[src/rtl/mem_ctrl_pkg.sv]
// ---------------------------------------------------------------------------
// mem_ctrl_pkg
//   Shared types and constants for the byte-serial memory controller.
//   - state_t : controller sequencing states
//   - owner_t : which requester owns the current transaction
//   - LEN_*   : byte counts of a transaction
//   - norm_len: maps the raw request length onto 1, 2 or 4 bytes
// ---------------------------------------------------------------------------
package mem_ctrl_pkg;

    typedef enum logic [1:0] {
        ST_IDLE  = 2'd0,
        ST_READ  = 2'd1,
        ST_WRITE = 2'd2,
        ST_DONE  = 2'd3
    } state_t;

    typedef enum logic {
        OWN_IF  = 1'b0,
        OWN_MEM = 1'b1
    } owner_t;

    localparam logic [2:0] LEN_B = 3'd1;
    localparam logic [2:0] LEN_H = 3'd2;
    localparam logic [2:0] LEN_W = 3'd4;

    // Any length other than byte or halfword is a full word.
    function automatic logic [2:0] norm_len(input logic [2:0] len);
        case (len)
            LEN_B:   return LEN_B;
            LEN_H:   return LEN_H;
            default: return LEN_W;
        endcase
    endfunction

endpackage

[src/rtl/mem_ctrl_ext.sv]
// ---------------------------------------------------------------------------
// mem_ctrl_ext
//   Combinational load extension: takes the little-endian assembled buffer
//   and produces the 32-bit register value for a byte, halfword or word load.
//   Ports:
//     raw  in  32  assembled read buffer (byte 0 in bits [7:0])
//     len  in   3  normalised length (LEN_B / LEN_H / LEN_W)
//     sgn  in   1  sign-extend when 1, zero-extend when 0
//     data out 32  extended load value
// ---------------------------------------------------------------------------
module mem_ctrl_ext
    import mem_ctrl_pkg::*;
(
    input  logic [31:0] raw,
    input  logic [2:0]  len,
    input  logic        sgn,
    output logic [31:0] data
);

    always_comb begin
        data = raw;
        case (len)
            LEN_B:   data = {{24{sgn & raw[7]}},  raw[7:0]};
            LEN_H:   data = {{16{sgn & raw[15]}}, raw[15:0]};
            default: data = raw;
        endcase
    end

endmodule

[src/rtl/mem_ctrl.sv]
// ---------------------------------------------------------------------------
// mem_ctrl
//   Byte-serial controller/arbiter for a single 8-bit synchronous RAM port,
//   shared between instruction fetch (4-byte reads) and load/save requests
//   of 1, 2 or 4 bytes. One RAM byte is moved per cycle; read bytes are
//   assembled little-endian, loads are sign/zero-extended, and the owning
//   requester gets a one-cycle ready pulse.
//   Ports:
//     clk, rst                     clock, asynchronous active-high reset
//     if_req/if_addr/if_flush      fetch request, address, fetch abort
//     if_ready/if_inst             fetch completion pulse and instruction
//     mem_req/mem_wr/mem_addr      load/save request, direction, address
//     mem_wdata/mem_len/mem_signed save data, byte count, load signedness
//     mem_ready/mem_rdata          load/save completion pulse and load data
//     ram_addr/ram_wdata/ram_we    registered RAM address, write byte, enable
//     ram_rdata                    RAM read byte, valid one cycle after addr
// ---------------------------------------------------------------------------
module mem_ctrl
    import mem_ctrl_pkg::*;
#(
    parameter int RAM_ADDR_WIDTH = 17   // must be below 32
) (
    input  logic                      clk,
    input  logic                      rst,
    input  logic                      if_req,
    input  logic [31:0]               if_addr,
    input  logic                      if_flush,
    output logic                      if_ready,
    output logic [31:0]               if_inst,
    input  logic                      mem_req,
    input  logic                      mem_wr,
    input  logic [31:0]               mem_addr,
    input  logic [31:0]               mem_wdata,
    input  logic [2:0]                mem_len,
    input  logic                      mem_signed,
    output logic                      mem_ready,
    output logic [31:0]               mem_rdata,
    output logic [RAM_ADDR_WIDTH-1:0] ram_addr,
    output logic [7:0]                ram_wdata,
    output logic                      ram_we,
    input  logic [7:0]                ram_rdata
);

    state_t                    state;
    owner_t                    owner;
    logic [RAM_ADDR_WIDTH-1:0] base;
    logic [2:0]                len;
    logic [2:0]                step;
    logic [31:0]               wdata_q;
    logic                      sgn_q;
    logic [31:0]               rbuf;
    logic                      if_ready_q;

    logic [2:0]                step_inc;
    logic [1:0]                step_dec;
    logic [RAM_ADDR_WIDTH-1:0] addr_next;
    logic [7:0]                wbyte_next;
    logic [31:0]               rbuf_next;
    logic [31:0]               ext_data;

    // Address bits above the RAM width are deliberately dropped.
    logic unused_addr_hi;
    assign unused_addr_hi = ^{if_addr[31:RAM_ADDR_WIDTH], mem_addr[31:RAM_ADDR_WIDTH]};

    assign step_inc   = step + 3'd1;
    assign step_dec   = step[1:0] - 2'd1;
    // Address arithmetic wraps naturally at the RAM width.
    assign addr_next  = base + RAM_ADDR_WIDTH'(step_inc);
    assign wbyte_next = wdata_q[{step_inc[1:0], 3'b000} +: 8];

    // Read buffer including the byte arriving this cycle (byte step-1), so
    // the final byte can be folded into the result on the edge into DONE.
    always_comb begin
        rbuf_next = rbuf;
        if (step != 3'd0) begin
            rbuf_next[{step_dec, 3'b000} +: 8] = ram_rdata;
        end
    end

    mem_ctrl_ext u_ext (
        .raw  (rbuf_next),
        .len  (len),
        .sgn  (sgn_q),
        .data (ext_data)
    );

    // A flush arriving during the fetch DONE cycle must still suppress the
    // pulse, which is already registered, so the pulse is masked here.
    assign if_ready = if_ready_q & ~if_flush;

    always_ff @(posedge clk or posedge rst) begin
        if (rst) begin
            state      <= ST_IDLE;
            owner      <= OWN_IF;
            base       <= '0;
            len        <= '0;
            step       <= '0;
            wdata_q    <= '0;
            sgn_q      <= 1'b0;
            rbuf       <= '0;
            if_ready_q <= 1'b0;
            if_inst    <= '0;
            mem_ready  <= 1'b0;
            mem_rdata  <= '0;
            ram_addr   <= '0;
            ram_wdata  <= '0;
            ram_we     <= 1'b0;
        end else begin
            if_ready_q <= 1'b0;
            mem_ready  <= 1'b0;
            case (state)
                ST_IDLE: begin
                    step <= '0;
                    rbuf <= '0;
                    if (mem_req) begin
                        owner    <= OWN_MEM;
                        base     <= mem_addr[RAM_ADDR_WIDTH-1:0];
                        len      <= norm_len(mem_len);
                        wdata_q  <= mem_wdata;
                        sgn_q    <= mem_signed;
                        ram_addr <= mem_addr[RAM_ADDR_WIDTH-1:0];
                        if (mem_wr) begin
                            state     <= ST_WRITE;
                            ram_wdata <= mem_wdata[7:0];
                            ram_we    <= 1'b1;
                        end else begin
                            state <= ST_READ;
                        end
                    end else if (if_req && !if_flush) begin
                        owner    <= OWN_IF;
                        base     <= if_addr[RAM_ADDR_WIDTH-1:0];
                        len      <= LEN_W;
                        wdata_q  <= '0;
                        sgn_q    <= 1'b0;
                        ram_addr <= if_addr[RAM_ADDR_WIDTH-1:0];
                        state    <= ST_READ;
                    end
                end

                // Step s presents address base+s (s < len) and captures the
                // byte addressed in step s-1 (s >= 1); step len ends the read.
                ST_READ: begin
                    if (owner == OWN_IF && if_flush) begin
                        state <= ST_IDLE;
                    end else begin
                        rbuf <= rbuf_next;
                        if (step == len) begin
                            state <= ST_DONE;
                            if (owner == OWN_IF) begin
                                if_inst    <= rbuf_next;
                                if_ready_q <= 1'b1;
                            end else begin
                                mem_rdata <= ext_data;
                                mem_ready <= 1'b1;
                            end
                        end else begin
                            step <= step_inc;
                            if (step_inc != len) begin
                                ram_addr <= addr_next;
                            end
                        end
                    end
                end

                ST_WRITE: begin
                    if (step_inc == len) begin
                        ram_we    <= 1'b0;
                        mem_rdata <= '0;
                        mem_ready <= 1'b1;
                        state     <= ST_DONE;
                    end else begin
                        step      <= step_inc;
                        ram_addr  <= addr_next;
                        ram_wdata <= wbyte_next;
                    end
                end

                ST_DONE: begin
                    state <= ST_IDLE;
                end

                default: begin
                    state <= ST_IDLE;
                end
            endcase
        end
    end

endmodule

[config.mk]
export PLATFORM = sky130hd
export DESIGN_NAME = mem_ctrl
export DESIGN_NICKNAME = d
export VERILOG_FILES = /design/src/rtl/mem_ctrl_pkg.sv /design/src/rtl/mem_ctrl_ext.sv /design/src/rtl/mem_ctrl.sv
export SDC_FILE = /design/constraint.sdc
export NUM_CORES = 1
export LEC_CHECK = 0
export CORE_MARGIN = 1
export CORE_UTILIZATION = 54
export DETAILED_ROUTE_END_ITERATION = 10
export PLACE_DENSITY = 0.93
export SLEW_MARGIN = 20
export SYNTH_ARGS = -nofsm -noshare
export SYNTH_HDL_FRONTEND = slang
export SYNTH_SLANG_ARGS = --single-unit
[constraint.sdc]
create_clock -name clk -period 17.3 [get_ports clk]
set_input_delay 3.46 -clock clk [delete_from_list [all_inputs] [get_ports clk]]
set_output_delay 3.46 -clock clk [all_outputs]
set_load 0.1 [all_outputs]
### Word level (Yosys, flattened, before mapping)

Cells that the tools add are included.

| cells by class | value |
|---|---|
| $add $sub $neg | 4 |
| equal/unequal tests | 21 |
| shifts and indexed selects | 3 |
| multiplexer cells | 53 |
| bitwise operators | 6 |
| reduce and logical (&&, ||, !) cells | 19 |

Operators with widths:

| cell | number |
|---|---|
| 32-bit two-way mux | 8 |
| 32-bit case mux with 2 select lines | 3 |
| 17-bit two-way mux | 6 |
| 17-bit case mux with 3 select lines | 1 |
| 32-bit bitwise mux | 1 |
| 8-bit by 7-bit variable shift with 32-bit output (first input constant) | 1 |
| 32-bit by 6-bit indexed part select with 8-bit output | 1 |
| 8-bit by 7-bit indexed part select with 32-bit output | 1 |
| 8-bit two-way mux | 3 |
| 2-bit != test (second input constant) | 9 |
| 17-bit by 3-bit adder with 17-bit output | 1 |
| 8-bit case mux with 2 select lines | 1 |
| 4-bit AND reduction | 4 |
| 3-bit two-way mux | 5 |
| 1-bit two-way mux | 14 |
| 2-bit two-way mux | 6 |
| 3-bit case mux with 3 select lines | 1 |
| 2-bit case mux with 4 select lines | 1 |
| 2-bit nonzero test | 4 |
| 5-bit negation with 7-bit output | 1 |
| 3-bit by 1-bit == test with 1-bit output (second input constant) | 2 |
| 3-bit by 2-bit == test with 1-bit output (second input constant) | 2 |
| 3-bit == test | 2 |
| 3-bit != test (second input constant) | 2 |
| other kinds (17) | 26 |

| storage, ports and cells | value |
|---|---|
| bits in registers | 183 |
| input port bits | 114 |
| logic and storage cells | 121 |

### Depth between registers and ports, before layout

| logic depth | value |
|---|---|
| word-level depth | 11 |
| gate-level depth with buffers | 11 |
| depth with buffers taken out | 8 |

### Modules after synthesis

Synthesis repeated with hierarchy kept, for this count alone.

| unflattened totals | value |
|---|---|
| cells, all modules | 780 |
| area total of the unflattened synthesis | 8,929.8 µm² |

Modules (own cells, without submodules):

| module | times used | cells an instance | area each (µm²) |
|---|---|---|---|
| mem_ctrl | 1 | 736 | 8,580.7 |
| mem_ctrl_ext | 1 | 44 | 349.1 |

### Least setup slack after synthesis

Ideal clock, no wire load.

| path | value |
|---|---|
| path type | input to output |
| start point | input port if_flush |
| end point | output port if_ready |
| data arrival time | 4.795 ns |
| data required time | 13.840 ns |
| path slack | 9.045 ns |
| cell stages on the path | 1 |
| cell sequence | nor2b_1 |

| between the ends | value |
|---|---|
| longest elaborated chain between the ends | 2 |

Ends and longest elaborated chain:

| what | line | source |
|---|---|---|
| start, declared | mem_ctrl.sv:27 | `input logic if_flush,` |
| 1-bit NOT | mem_ctrl.sv:89 | `assign if_ready = if_ready_q & ~if_flush;` |
| 1-bit bitwise AND | mem_ctrl.sv:89 |  |
| end, declared | mem_ctrl.sv:28 | `output logic if_ready,` |

No other way between the ends.

### Worst setup path in the final report

Same ends and word-level chain as after synthesis.

==> reports/qor.csv <==
metric,value,unit
dp.final_hpwl,14.56,mm
ys_ff_latch,183,
clockPowerShare,17.3,%
criticalPathCategory,in -> out,
ys.flop_type,dfrtp_1,
skew,0.007297,ns
internal_power,1.163,mW
port_buffers,175,
cts_max_level,4,
holdPathEnd,wdata_q[2]$_DFFE_PP0P_,
die-area,16690,um^2
ys_top_cells_by_area,"dfrtp_1 52%, nand2_1 8.0%, o21ai_0 5.0%, mux2i_1 4.8%, mux2_2 3.6%",
leakagePower,5.123,nW
netSwitchingPower,1.147,mW
insertion_delay,0.44,ns
io_pins,206,
post_cts_resized,0,
cts_buffer_depth,2,
r2r_start,step[0]$_DFFE_PP0P_,
clock_sinks,183,
arrival,5.25,ns
comb_power_share,53.7,%
slew-limit-headroom,25.39,%
syn_avg_cell_area,10.14,um^2
p_seq_share,28.9,%
top_layer_used,met4,
area_growth,28.52,%
ys_top_cells_by_count,"185 x nand2_1, 183 x dfrtp_1, 87 x o21ai_0, 47 x nand3_1, 44 x clkbuf_1",
synth_nets,988,
yosysSeqAreaShare,52.43,%
cts-root-buf,clkbuf_16,
numCtsBuffers,17,
synth_top_area_share,52.43,%
vias,7177,
clkSlewWorstSetupHoldPaths,0.07,ns
initial_core_util,55.19,%
seq_area,4579,um^2
crit_fanout,4,
min-delay-start,wdata_q[2]$_DFFE_PP0P_,
core_area,15830,um^2
synth_top_cell_by_area,dfrtp_1,
postPlaceCellArea,10600,um^2
ys_types,56,
first_global_vias,7087,
dr.pass1.iters,6,
multi_input_area,3892,um^2
wl_per_cell,17.56,um
wl_met2,11.01,mm
netlist_area,8735,um^2
drc,0,
holdPathStages,2,
grt_pass1_wl,35.25,mm
nets,1137,
rr_worst_depth,8,
finalSetupViolCount,0,
fin_crit_sh,50.35,%
async_flop_share,100.0,%
drive_gt1_share,9.677,%
powerDensity,205.8,nW/um^2
fin_area,11230,um^2
grt-ovfl-total,0,
netlist_instances,861,
post-route-min-period,8.711,ns
worst_pin_slew,1.119,ns
tns,0,ns
detail-route-antenna-nets,0,
final-hold-violation-count,0,
hold_class,reg -> reg,
wl_met3,1.678,mm
die_w,129.2,um
drt_iter0_markers,490,
required,13.84,ns
endpoint_kind,output port,
antenna_found_initial,1,
rows,46,
drt-vias-per-instance,5.788,
ir_drop,149.7,uV
synth.most_common_cell,nand2_1,
wl,21.78,mm
wl_met1,8.627,mm
grt.total_usage,27.48,%
gp_congestion,0.8699,
yosysWarnings,0,
grt_max_degree,105,
r2r_end,ram_addr[2]$_DFFE_PP0P_,
rsz0062_at_grt,no,
startpoint_type,input pin,
fill_cells,1117,
fmax,114.8,MHz
hold_buffers,0,
die_height,129.2,um
cts_tree,built,
outcome,finished clean,
post_cts_buffers,0,
swShare,49.65,%
rrSetupSlack,13.02,ns
synth_edf_count,0,
drv_cap,0,
final_max_slew_viol_count,0,
## worst max-delay path, stage by stage
cell and delay (ns):
clkdlybuf4s50_1 0.51, nor2b_1 0.15, clkdlybuf4s50_1 1.13
## power by group through the flow
stage	Combinational, mW	Sequential, mW	Clock [mW]
final	1.24	0.668	0.400
after global routing	1.32	0.683	0.419
after CTS	1.24	0.665	0.402
after detailed placement	1.23	0.669	0
after global placement	1.20	0.662	0
after floorplan	0.531	1.08	0
## registers in the layout (all words and copies together), names as in the netlist, 2 cells and up
signal and flops:
mem_rdata 32, len 3, wdata_q 32, state 2, if_inst 32, rbuf 32
step 3, ram_wdata 8, base 17, ram_addr 17
## cells in the final DEF, fill, tap and decap left out, drive strengths merged, types with 3 or more instances in the layout
master / Yosys / routed
xnor2: 7 / 7
a22o: 25 / 25
nor2: 29 / 29
o31ai: 3 / 3
nor3: 5 / 5
nand4: 6 / 6
a31oi: 4 / 4
nand2b: 16 / 16
clkinv: 0 / 4
nand2: 185 / 185
nand3: 48 / 48
mux4: 8 / 8
inv: 13 / 17
a31o: 3 / 3
mux2i: 42 / 42
o2bb2ai: 17 / 17
or3: 3 / 3
o21a: 4 / 4
a32oi: 7 / 7
o21ai: 88 / 88
xor2: 9 / 9
ha: 12 / 12
clkdlybuf4s50: 0 / 174
bufinv: 0 / 3
nor2b: 4 / 4
a21oi: 24 / 24
clkbuf: 44 / 18
dfrtp: 183 / 183
and2: 4 / 4
clkinvlp: 0 / 3
buf: 10 / 10
mux2: 28 / 28
nor3b: 4 / 4
## kinds of logic (layout without fill, tap and decap cells)
group,Yosys count,after routing,share of synthesized area [%]
DFF,183,183,52.43
buffers and inverters,67,229,3.180
AOI/OAI and AO/OA,188,188,14.08
other,0,1,0
xor gates and xnor gates,17,17,1.862
muxes,78,78,10.49
adders and majority gates,13,13,1.948
and+or+nand+nor,315,315,16.02
## how the worst max path moves through the flow
| stage | start | endpoint | slack (ns) | cells after the start |
|---|---|---|---|---|
| after global placement | if_flush | if_ready | 8.58 | 3 |
| final | if_flush | if_ready | 8.59 | 3 |
| after global routing | if_flush | if_ready | 8.52 | 3 |
| after floorplan | rst | base[0]$_DFFE_PP0P_ | 8.87 | 1 |
| after detailed placement | if_flush | if_ready | 8.58 | 3 |
| after CTS | if_flush | if_ready | 8.58 | 3 |
## stage by stage
stage	instances	util (%)	hold slack (ns)	power, mW	setup WS [ns]
floorplan	861	-	0.4334	1.607	8.868
global placement	1206	66.99	0.4442	1.864	8.578
detailed placement	1206	66.99	0.4539	1.903	8.576
CTS	1238	70.78	0.4740	2.310	8.579
global route	1239	70.91	0.4931	2.418	8.522
finish	1240	70.92	0.4725	2.311	8.589
## cell type report
class                   count  share of cell area (%)
flip-flops and latches    183                   40.79
multi-input cells         611                   34.67
repair buffers            184                   16.27
clock buffers              18                   3.823
well taps                 216                   2.407
clock inverters            14                   1.527
inverters                  13                  0.4793
diodes                      1                 0.02229
## per-layer routing
layer	vias to the layer above	track usage [%]
li1	3313	-
met1	3506	33.99
met2	313	46.65
met3	45	7.143
met4	0	9.827
met5	-	0
Power figures use the tool's default switching activity.
